File: config.mk
export PLATFORM = sky130hd
export DESIGN_NAME = vol_level_meter_flat
export DESIGN_NICKNAME = d
export VERILOG_FILES = /design/src/rtl/vol_level_meter_pkg.sv /design/src/rtl/vol_level_meter_if.sv /design/src/rtl/vol_level_meter_quantize.sv /design/src/rtl/vol_level_meter.sv /design/src/flat_wrapper.sv
export SDC_FILE = /design/constraint.sdc
export NUM_CORES = 1
export LEC_CHECK = 0
export BUFFER_PORTS_ARGS = -buffer_cell sky130_fd_sc_hd__buf_4
export CAP_MARGIN = 30
export CORE_UTILIZATION = 60
export CTS_CLUSTER_DIAMETER = 60
export DETAILED_ROUTE_END_ITERATION = 7
export PLACE_DENSITY = 0.82
export SYNTH_ARGS = -nofsm -noshare
export SYNTH_HDL_FRONTEND = slang
export SYNTH_HIERARCHICAL = 1
export SYNTH_SLANG_ARGS = --single-unit
File: constraint.sdc
create_clock -name clk -period 10.1 [get_ports clk]
set_clock_uncertainty 0.1 [all_clocks]
set_input_delay 1.515 -clock clk [delete_from_list [all_inputs] [get_ports clk]]
set_output_delay 1.515 -clock clk [all_outputs]
set_load 0.02 [all_outputs]
File: src/rtl/vol_level_meter_pkg.sv
// Shared constants and types for the volume level meter and the volume-bar
// renderer. The renderer imports the same NUM_W and MAX_LEVEL so both sides
// agree on the level range.
package vol_level_meter_pkg;

    localparam int NUM_W        = 4;
    localparam int MAX_LEVEL    = 15;
    localparam int MIC_BASELINE = 2048;

    // Window phase: ACCUM while collecting, CLOSE on the last valid sample.
    typedef enum logic {
        ACCUM = 1'b0,
        CLOSE = 1'b1
    } win_state_e;

endpackage

File: src/rtl/vol_level_meter_if.sv
// Sample stream / level output bundle between the mic front end (master)
// and the level meter (slave).
//   sample_valid  one-cycle strobe, sample is valid this cycle
//   sample        unsigned mic code, SAMPLE_W bits
//   freeze        1 = hold displayed level; windowing continues
//   num           displayed volume level 0..MAX_LEVEL
//   num_valid     one-cycle pulse when a window closes
//   peak          amplitude peak of the last closed window
interface vol_level_meter_if #(
    parameter int SAMPLE_W = 12
);
    import vol_level_meter_pkg::*;

    logic                sample_valid;
    logic [SAMPLE_W-1:0] sample;
    logic                freeze;
    logic [NUM_W-1:0]    num;
    logic                num_valid;
    logic [SAMPLE_W-1:0] peak;

    modport master (
        output sample_valid, sample, freeze,
        input  num, num_valid, peak
    );

    modport slave (
        input  sample_valid, sample, freeze,
        output num, num_valid, peak
    );

endinterface

File: src/rtl/vol_level_meter_quantize.sv
// Combinational level quantiser.
//   wpk      in   peak amplitude of the closing window
//   num_cur  in   currently displayed level
//   freeze   in   1 = keep num_cur
//   num_nxt  out  level to display after this window
// The raw level is clamped to MAX_LEVEL before being narrowed to NUM_W bits.
// A rising level jumps straight to raw; a falling level steps down by one.
module vol_quantize
    import vol_level_meter_pkg::*;
#(
    parameter int SAMPLE_W  = 12,
    parameter int LVL_SHIFT = 7
) (
    input  logic [SAMPLE_W-1:0] wpk,
    input  logic [NUM_W-1:0]    num_cur,
    input  logic                freeze,
    output logic [NUM_W-1:0]    num_nxt
);

    logic [SAMPLE_W-1:0] shifted;
    logic [NUM_W-1:0]    raw;

    always_comb begin
        shifted = wpk >> LVL_SHIFT;
        if (shifted > SAMPLE_W'(MAX_LEVEL))
            raw = NUM_W'(MAX_LEVEL);
        else
            raw = shifted[NUM_W-1:0];

        num_nxt = num_cur;
        if (!freeze) begin
            if (raw >= num_cur)
                num_nxt = raw;
            else
                num_nxt = num_cur - 1'b1;   // raw < num_cur, so num_cur >= 1
        end
    end

endmodule

File: src/rtl/vol_level_meter.sv
// Microphone volume level meter.
//   clk    in  system clock
//   rst_n  in  asynchronous active-low reset
//   bus    vol_level_meter_if.slave (sample stream in, level/peak out)
// Tracks the peak amplitude above BASELINE over WINDOW valid samples and,
// at each window close, updates peak, num and pulses num_valid.
//
// state | meaning
// ------+-------------------------------------------------------------
// ACCUM | collecting: valid samples update run_peak and win_cnt
// CLOSE | valid sample with win_cnt == WINDOW-1: publish and restart
//
// The phase is decoded from win_cnt; there is no separate state register.
module vol_level_meter
    import vol_level_meter_pkg::*;
#(
    parameter int SAMPLE_W  = 12,
    parameter int WINDOW    = 4000,
    parameter int BASELINE  = MIC_BASELINE,
    parameter int LVL_SHIFT = 7
) (
    input  logic            clk,
    input  logic            rst_n,
    vol_level_meter_if.slave bus
);

    localparam int CNT_W = (WINDOW > 1) ? $clog2(WINDOW) : 1;

    win_state_e          state;
    logic [CNT_W-1:0]    win_cnt,   win_cnt_d;
    logic [SAMPLE_W-1:0] run_peak,  run_peak_d;
    logic [SAMPLE_W-1:0] peak_q,    peak_d;
    logic [NUM_W-1:0]    num_q,     num_d;
    logic                num_valid_q, num_valid_d;
    logic [SAMPLE_W-1:0] amp;
    logic [SAMPLE_W-1:0] wpk;
    logic [NUM_W-1:0]    num_nxt;

    vol_quantize #(
        .SAMPLE_W  (SAMPLE_W),
        .LVL_SHIFT (LVL_SHIFT)
    ) u_quantize (
        .wpk     (wpk),
        .num_cur (num_q),
        .freeze  (bus.freeze),
        .num_nxt (num_nxt)
    );

    always_ff @(posedge clk or negedge rst_n) begin
        if (!rst_n) begin
            win_cnt     <= '0;
            run_peak    <= '0;
            peak_q      <= '0;
            num_q       <= '0;
            num_valid_q <= 1'b0;
        end else begin
            win_cnt     <= win_cnt_d;
            run_peak    <= run_peak_d;
            peak_q      <= peak_d;
            num_q       <= num_d;
            num_valid_q <= num_valid_d;
        end
    end

    always_comb begin
        // Below-baseline samples contribute zero amplitude, never a wrapped value.
        amp = '0;
        if (bus.sample >= SAMPLE_W'(BASELINE))
            amp = bus.sample - SAMPLE_W'(BASELINE);

        wpk = (amp > run_peak) ? amp : run_peak;

        state = ACCUM;
        if (bus.sample_valid && (win_cnt == CNT_W'(WINDOW - 1)))
            state = CLOSE;

        win_cnt_d   = win_cnt;
        run_peak_d  = run_peak;
        peak_d      = peak_q;
        num_d       = num_q;
        num_valid_d = 1'b0;

        if (bus.sample_valid) begin
            case (state)
                CLOSE: begin
                    peak_d      = wpk;
                    run_peak_d  = '0;
                    win_cnt_d   = '0;
                    num_valid_d = 1'b1;
                    num_d       = num_nxt;
                end
                default: begin
                    run_peak_d = wpk;
                    win_cnt_d  = win_cnt + 1'b1;
                end
            endcase
        end
    end

    assign bus.num       = num_q;
    assign bus.num_valid = num_valid_q;
    assign bus.peak      = peak_q;

endmodule

File: src/flat_wrapper.sv
// flat-port wrapper written by rule: the top's interface ports become plain ports
module vol_level_meter_flat import vol_level_meter_pkg::*;
#(
    parameter int SAMPLE_W  = 12,
    parameter int WINDOW    = 4000,
    parameter int BASELINE  = MIC_BASELINE,
    parameter int LVL_SHIFT = 7
)
  (clk, rst_n, bus_sample_valid, bus_sample, bus_freeze, bus_num, bus_num_valid, bus_peak);
  vol_level_meter_if #(.SAMPLE_W(SAMPLE_W)) bus_i ();
  input  logic clk;
  input  logic rst_n;
  input wire logic [$bits(bus_i.sample_valid)-1:0] bus_sample_valid;
  input wire logic [$bits(bus_i.sample)-1:0] bus_sample;
  input wire logic [$bits(bus_i.freeze)-1:0] bus_freeze;
  output wire logic [$bits(bus_i.num)-1:0] bus_num;
  output wire logic [$bits(bus_i.num_valid)-1:0] bus_num_valid;
  output wire logic [$bits(bus_i.peak)-1:0] bus_peak;
  assign bus_i.sample_valid = bus_sample_valid;
  assign bus_i.sample = bus_sample;
  assign bus_i.freeze = bus_freeze;
  assign bus_num = bus_i.num;
  assign bus_num_valid = bus_i.num_valid;
  assign bus_peak = bus_i.peak;
  vol_level_meter #(.SAMPLE_W(SAMPLE_W), .WINDOW(WINDOW), .BASELINE(BASELINE), .LVL_SHIFT(LVL_SHIFT)) u_core (.clk(clk), .rst_n(rst_n), .bus(bus_i));
endmodule
==> impl_metrics.tcl, run 1 <==
set metrics [dict create \
    drive_above_1_share_pct 18.8 \
    syn_to_final_growth_pct 14.2 \
    worst-slew-pin-transition_ps 879 \
    io_buffers 32 \
    coreArea_mm2 0.00400 \
    final_cell_mix "dfrtp_1, buf_4, nand2_1, inv_1, nor2_1" \
    grt_util_met1_pct 35.2 \
    dieArea_mm2 0.00441 \
    max_freq_ghz 0.208 \
    timing.final.crit_share_pct 47.5 \
    syn-num-nets 297 \
    initial_core_util_pct 62.2 \
    fin_nets 325 \
    postCtsSetupBuffers 0 \
    die_w_um 66.4 \
    overflow 0 \
    cts_tree "yes" \
    clk_pin_slew_ps 80 \
    ant_nets 0 \
    cts_resized 0 \
    fp.dieH_um 66.4 \
    maxCapViolCount 0 \
    place_hpwl_um 3600 \
    synthCells 263 \
    power_mw 0.573 \
    grtUsageMet3_pct 3.62 \
    regToRegSetupSlack_ps 6460 \
    status "completed" \
    placement_rows 23 \
    avgSynthCellArea_um2 9.47 \
    first_pass_iters 4 \
    wl_per_cell_um 15.0 \
    total_leakage_power_nw 1.42 \
    startpoint_type "input pin" \
    ios 33 \
    critPathKind "input pin to flip-flop" \
    vias 2026 \
    timing.final.ws_setup_ps 5300 \
    grt_start_max_net_pins 42 \
    post-place-ws_ps 5100 \
    htreeDepth 2 \
    rsz0062_at_grt "no" \
    max_slew_margin_pct 41.3 \
    clockBufferDepth 2 \
    diodes 0 \
    routabilityCongestion 0.830 \
    synth_warnings 6 \
    maxSlewViolCount 0 \
    cts_hold_buf 0 \
    drc 0 \
    clock_sinks 41 \
    worst-path-max-fanout 11 \
    post_dp_cell_area_mm2 0.00273 \
    finalSetupViolations 0 \
    final_common_cell "dfrtp_1" \
    fin_tns_setup_ps 0 \
    wl_um 5130 \
    grt_pass1_vias 1849 \
    busiest_layer "met2" \
    antenna_found_initial 0 \
    stdcell_area_mm2 0.00284 \
    track_usage_pct 25.8 \
    grt_first_pass_wirelength_um 8450 \
    min_period_ps 4800 \
    cp-end-kind "flip-flop" \
    power_density_mw_per_mm2 201 \
    netlist_area_mm2 0.00249 \
    holdWs_ps 372 \
    required_ps 10230 \
    drtIter0Drc 193 \
    min_path_type "flip-flop to flip-flop" \
    cts_root_buffer "clkbuf_8" \
    nFillCells 321 \
    via_per_inst 5.92 \
    gr-usage-met2_pct 41.3 \
    cp.arrival_ps 4930 \
    final_hold_viol_count 0 \
    cts_made_buffers 5 \
    vdd_drop_max_mv 0.126 \
    clkLatencyLatePin_ps 290 \
]
## layout make-up
type	count	area, um^2	share of cell area [%]
multi-input combinational	177	1260	44.4
sequential	41	1030	36.1
timing repair buffer	34	255	8.97
inverter	32	120	4.22
clock buffer	7	86.3	3.04
tap	50	62.6	2.20
clock inverter	1	30.0	1.06
## where the power goes
part | switching (mW) | leakage (nW) | internal [mW]
registers | 0.0152 | 0.553 | 0.194
clock network | 0.0570 | 0.0585 | 0.0806
logic | 0.130 | 0.812 | 0.0950
## registers in the layout, summed over array words and instances (netlist names)
| register | count |
|---|---|
| u_core/run_peak | 12 |
| u_core/bus.num | 4 |
| u_core/bus.num_valid | 1 |
| u_core/win_cnt | 12 |
| u_core/bus.peak | 12 |
## critical path, cell delays in order
cell       delay (ps)
buf_4             160
nand2_1           140
inv_1              60
ha_1              300
nand4_1           150
a311oi_2          280
a211oi_2          120
a21oi_2           390
mux2i_1           310
nor2_1             70
ha_1              280
nand2b_4          150
a2111oi_4         520
or2_1             210
o311a_1           150
nand2_1            50
nand2_1            60
## worst paths after layout
path / endpoint / startpoint / cells after the start
max: u_core/bus.num[3] / bus_sample[11] / 17
min: u_core/win_cnt[4] / u_core/win_cnt[4] / 1
max reg2reg: u_core/bus.num[3] / u_core/run_peak[7] / 15
min reg2reg: u_core/win_cnt[4] / u_core/win_cnt[4] / 1
max in group asynchronous: u_core/win_cnt[0] / rst_n / 1
min in group asynchronous: u_core/run_peak[4] / rst_n / 1
## metal layers
layer / wire (um) / part of all wire, %
met1: 2440 / 47
met5: 0 / 0
met3: 169 / 3.3
met4: 71 / 1.4
met2: 2450 / 48
## metrics by stage
stage / instances / util (%)
after floorplan: 263 / -
after global placement: 334 / 68.2
after detailed placement: 334 / 68.2
after CTS: 342 / 71.1
after global routing: 342 / 71.1
final: 342 / 71.1
Note: power is estimated with default switching activity, not from simulation.
==> run 2: changes to the inputs <==
--- a/config.mk
+++ b/config.mk
@@ -7,10 +7,10 @@
 export LEC_CHECK = 0
 export BUFFER_PORTS_ARGS = -buffer_cell sky130_fd_sc_hd__buf_4
 export CAP_MARGIN = 30
-export CORE_UTILIZATION = 60
+export CORE_UTILIZATION = 58
 export CTS_CLUSTER_DIAMETER = 60
 export DETAILED_ROUTE_END_ITERATION = 7
-export PLACE_DENSITY = 0.82
+export PLACE_DENSITY = 0.8
 export SYNTH_ARGS = -nofsm -noshare
 export SYNTH_HDL_FRONTEND = slang
 export SYNTH_HIERARCHICAL = 1
==> constraint.sdc (replaced) <==
create_clock -name clk -period 5 [get_ports clk]
set_clock_uncertainty 0.1 [all_clocks]
set_input_delay 0.75 -clock clk [delete_from_list [all_inputs] [get_ports clk]]
set_output_delay 0.75 -clock clk [all_outputs]
set_load 0.02 [all_outputs]
==> impl_metrics.tcl, run 2 (synthesis results as in run 1) <==
set metrics [dict create \
    power_density_mw_per_mm2 405 \
    vdd_drop_max_mv 0.221 \
    clockPowerShare_pct 24.3 \
    cp-end-kind "flip-flop" \
    fp.dieH_um 67.5 \
    final_hold_viol_count 0 \
    startpoint_type "input pin" \
    status "completed" \
    cts_made_buffers 5 \
    critPathKind "input pin to flip-flop" \
    grt_pass1_vias 1921 \
    cp_common_cell "nand2_1" \
    coreArea_mm2 0.00406 \
    cts_root_buffer "clkbuf_8" \
    final_cell_mix "dfrtp_1, buf_4, nand2_1, inv_1, nor2_1" \
    post-place-ws_ps 746 \
    initial_core_util_pct 61.4 \
    timing.final.crit_share_pct 79.7 \
    clockBufferDepth 2 \
    required_ps 5090 \
    dieArea_mm2 0.00456 \
    placement_rows 23 \
    ios 33 \
    clk_pin_slew_ps 80 \
    p_int_mw 0.746 \
    htreeDepth 2 \
    wl_um 5150 \
    pwr-share-seq_pct 36.7 \
    vias 2050 \
    rsz0062_at_grt "no" \
    finalSetupViolations 0 \
    routabilityCongestion 0.832 \
    maxSlewViolCount 0 \
    first_pass_iters 4 \
    place_hpwl_um 3600 \
    syn_to_final_growth_pct 14.2 \
    antenna_found_initial 0 \
    regToRegSetupSlack_ps 1430 \
    diodes 0 \
    min_period_ps 3990 \
    cp.arrival_ps 4080 \
    power_switching_share_pct 35.2 \
    cts_hold_buf 0 \
    drive_above_1_share_pct 18.8 \
    grt_first_pass_wirelength_um 8630 \
    cts_tree "yes" \
    drc 0 \
    grt_start_max_net_pins 42 \
    postCtsSetupBuffers 0 \
    worst-path-max-fanout 11 \
    io_buffers 32 \
    cts_resized 0 \
    cp_cell_sequence "buf_4 > nand2_1 > inv_1 > ha_1 > nand4_1 > a311oi_2 > a211oi_2 > a21oi_2 > mux2i_1 > nor2_1 > ha_1 > nand2b_4 > a2111oi_4 > o22ai_1 > o211a_1 > nand2_1 > nand2_1" \
    max_slew_margin_pct 36.7 \
    clock_sinks 41 \
    max_freq_ghz 0.251 \
    worst-slew-pin-transition_ps 948 \
    ant_nets 0 \
    final_common_cell "dfrtp_1" \
    cp_slowest_stage_delay_ps 510 \
    wl_per_cell_um 15.1 \
    maxCapViolCount 0 \
    overflow 0 \
    via_per_inst 5.99 \
    timing.final.ws_setup_ps 1010 \
    fin_nets 325 \
    clkLatencyLatePin_ps 300 \
    drtIter0Drc 146 \
    track_usage_pct 25.9 \
    combPwrFrac_pct 39.0 \
    min_path_type "input pin to async pin" \
    total_leakage_power_nw 1.42 \
    crit_slowest_cell "a2111oi_4" \
    power_switching_mw 0.406 \
    fin_tns_setup_ps 0 \
    die_w_um 67.5 \
]
-- run 2: layout make-up --
cell class	count	area, um^2
repair buffers	34	255
fillers	324	1210
clock buffers	7	86.3
inverters	32	120
well taps	50	62.6
clock inverters	1	30.0
multi-input cells	177	1260
flip-flops and latches	41	1030
-- run 2: worst paths after layout --
path,to,depth (start not counted),from
max in group asynchronous,u_core/bus.num_valid,1,rst_n
min in group clk,u_core/win_cnt[4],1,u_core/win_cnt[4]
min reg2reg,u_core/win_cnt[4],1,u_core/win_cnt[4]
max,u_core/bus.num[2],17,bus_sample[11]
min,u_core/win_cnt[10],1,rst_n
max reg2reg,u_core/bus.num[2],15,u_core/run_peak[7]
-- run 2: per-layer routing --
metal	routed length [um]	GRT usage [%]
met2	2410	39.7
met4	93	11.7
met3	223	5.24
met5	0	0
met1	2430	35.1
-- run 2: power groups by stage --
stage               Clock [mW]  Sequential [mW]  Combinational [mW]
floorplan                    0            0.423               0.369
global placement             0            0.426               0.434
detailed placement           0            0.429               0.446
CTS                      0.286            0.423               0.448
global route             0.296            0.430               0.505
finish                   0.280            0.423               0.449
-- run 2: through the flow --
stage | hold slack, ps | power [mW] | area [um^2] | utilization (%) | std cells
2_1_floorplan | 338 | 0.792 | 2490 | - | 263
3_3_place_gp | 353 | 0.860 | 2730 | 67.2 | 334
3_5_place_dp | 356 | 0.875 | 2730 | 67.2 | 334
4_1_cts | 341 | 1.16 | 2840 | 70.1 | 342
5_1_grt | 364 | 1.23 | 2840 | 70.1 | 342
6_report | 332 | 1.15 | 2840 | 70.1 | 342
-- run 2: critical path, delay by kind of cell --
kind	cells	cell delay, ps
buf+inv	2	230
compound gates	6	1610
simple gates	6	630
fa+ha+maj	2	580
mux	1	280
==> run 3: changes to the inputs <==
==> constraint.sdc (replaced) <==
create_clock -name clk -period 4.1 [get_ports clk]
set_clock_uncertainty 0.1 [all_clocks]
set_input_delay 0.615 -clock clk [delete_from_list [all_inputs] [get_ports clk]]
set_output_delay 0.615 -clock clk [all_outputs]
set_load 0.02 [all_outputs]
==> impl_metrics.tcl, run 3 (synthesis results as in run 1) <==
set metrics [dict create \
    coreArea_mm2 0.00406 \
    rr_startpoint "u_core/run_peak[7]" \
    finalSetupViolations 0 \
    fin_nets 328 \
    grt_first_pass_wirelength_um 8540 \
    power_density_mw_per_mm2 479 \
    io_buffers 32 \
    max_slew_margin_pct 58.8 \
    max_freq_ghz 0.263 \
    cts_root_buffer "clkbuf_8" \
    initial_core_util_pct 61.4 \
    clockBufferDepth 2 \
    vdd_drop_max_mv 0.295 \
    clkLatencyLatePin_ps 300 \
    cts_hold_buf 0 \
    utilization_pct 70.2 \
    min_path_type "input pin to async pin" \
    rsz0062_at_grt "no" \
    required_ps 4190 \
    maxCapViolCount 0 \
    clk_pin_slew_ps 80 \
    diodes 0 \
    timing.final.crit_share_pct 92.8 \
    ant_nets 0 \
    cts_resized 0 \
    final_common_cell "dfrtp_1" \
    grt_start_max_net_pins 42 \
    wl_per_cell_um 15.1 \
    critPathKind "input pin to flip-flop" \
    final_cell_mix "dfrtp_1, buf_4, nand2_1, inv_1, nor2_1" \
    htreeDepth 2 \
    worst-slew-pin-transition_ps 618 \
    startpoint_type "input pin" \
    multi_input_area_mm2 0.00126 \
    nFillCells 317 \
    placement_rows 23 \
    regToRegSetupSlack_ps 520 \
    cts_made_buffers 5 \
    overflow 0 \
    status "completed" \
    track_usage_pct 25.4 \
    syn_to_final_growth_pct 14.3 \
    placed_cells 337 \
    min_period_ps 3810 \
    routabilityCongestion 0.849 \
    first_pass_iters 4 \
    postCtsSetupBuffers 0 \
    regArea_mm2 0.00103 \
    cp-end-kind "flip-flop" \
    clock_sinks 41 \
    drive_above_1_share_pct 19.7 \
    worst_r2r_path_depth 15 \
    fin_tns_setup_ps 0 \
    drc 0 \
    cts_tree "yes" \
    dieArea_mm2 0.00456 \
    grt_pass1_vias 1899 \
    vias 2029 \
    drtIter0Drc 144 \
    total_leakage_power_nw 1.43 \
    wl_um 5210 \
    maxSlewViolCount 0 \
    place_hpwl_um 3660 \
    stdcell_count 345 \
    via_per_inst 5.88 \
    cp.arrival_ps 3890 \
    die_w_um 67.5 \
    power_mw 1.36 \
    worst-path-max-fanout 11 \
    antenna_found_initial 0 \
    ios 33 \
    fp.dieH_um 67.5 \
    rr_endpoint "u_core/bus.num[3]" \
    final_hold_viol_count 0 \
]
-- run 3: cell count changes in the layout (fill, tap and decap cells not counted), sizes merged --
cell    before  now
buf         34   37
bufinv       1    0
clkinv       0    1
-- run 3: how the worst max path moves through the flow --
stage                         startpoint                 to  slack (ps)  cells past startpoint
after global placement    bus_sample[11]  u_core/bus.num[1]         100                     17
final                     bus_sample[11]  u_core/bus.num[3]         290                     17
after CTS                 bus_sample[11]  u_core/bus.num[1]         320                     17
after detailed placement  bus_sample[11]  u_core/bus.num[1]          20                     17
after global routing      bus_sample[11]  u_core/bus.num[0]          50                     17
after floorplan           bus_sample[11]  u_core/bus.num[0]         240                     17
-- run 3: metal layers --
layer	up-vias	part of all wire, %	global-route usage, %
met1	973	46	34.5
met2	44	48	39.9
met5	-	0	0
li1	1004	-	-
met4	0	1.6	9.04
met3	8	4.2	5.41
-- run 3: worst max-delay path, stage by stage --
cell and delay, ps:
buf_4 160, nand2_1 110, inv_1 50, ha_1 320, nand4b_1 130, a311oi_2 290, a211oi_2 110, a21oi_2 380
mux2i_1 300, nor2_1 70, ha_1 270, nand2b_4 150, a2111oi_4 510, o22ai_1 170, o311a_1 150, nand2_1 60
nand2_1 50
-- run 3: layout make-up --
type,instances,area share (%)
inverter,32,4.22
clock inverter,1,0.176
tap,50,2.20
sequential,41,36.0
multi-input combinational,177,44.2
clock buffer,7,3.38
timing repair buffer,37,9.76
-- run 3: per-stage QoR --
stage	worst slack (ps)	hold WS [ps]	cell area, um^2
final	295	186	2850
after detailed placement	23.9	356	2750
after global routing	51.1	229	2850
after CTS	316	208	2850
after global placement	97.0	357	2750
after floorplan	240	219	2490
-- run 3: where the power goes --
| group | leakage (nW) | internal (mW) | switching (mW) | total, mW |
|---|---|---|---|---|
| Combinational | 0.826 | 0.235 | 0.319 | 0.555 |
| Clock | 0.0542 | 0.152 | 0.140 | 0.293 |
| Sequential | 0.553 | 0.478 | 0.0383 | 0.517 |
| Total | 1.43 | 0.866 | 0.498 | 1.36 |
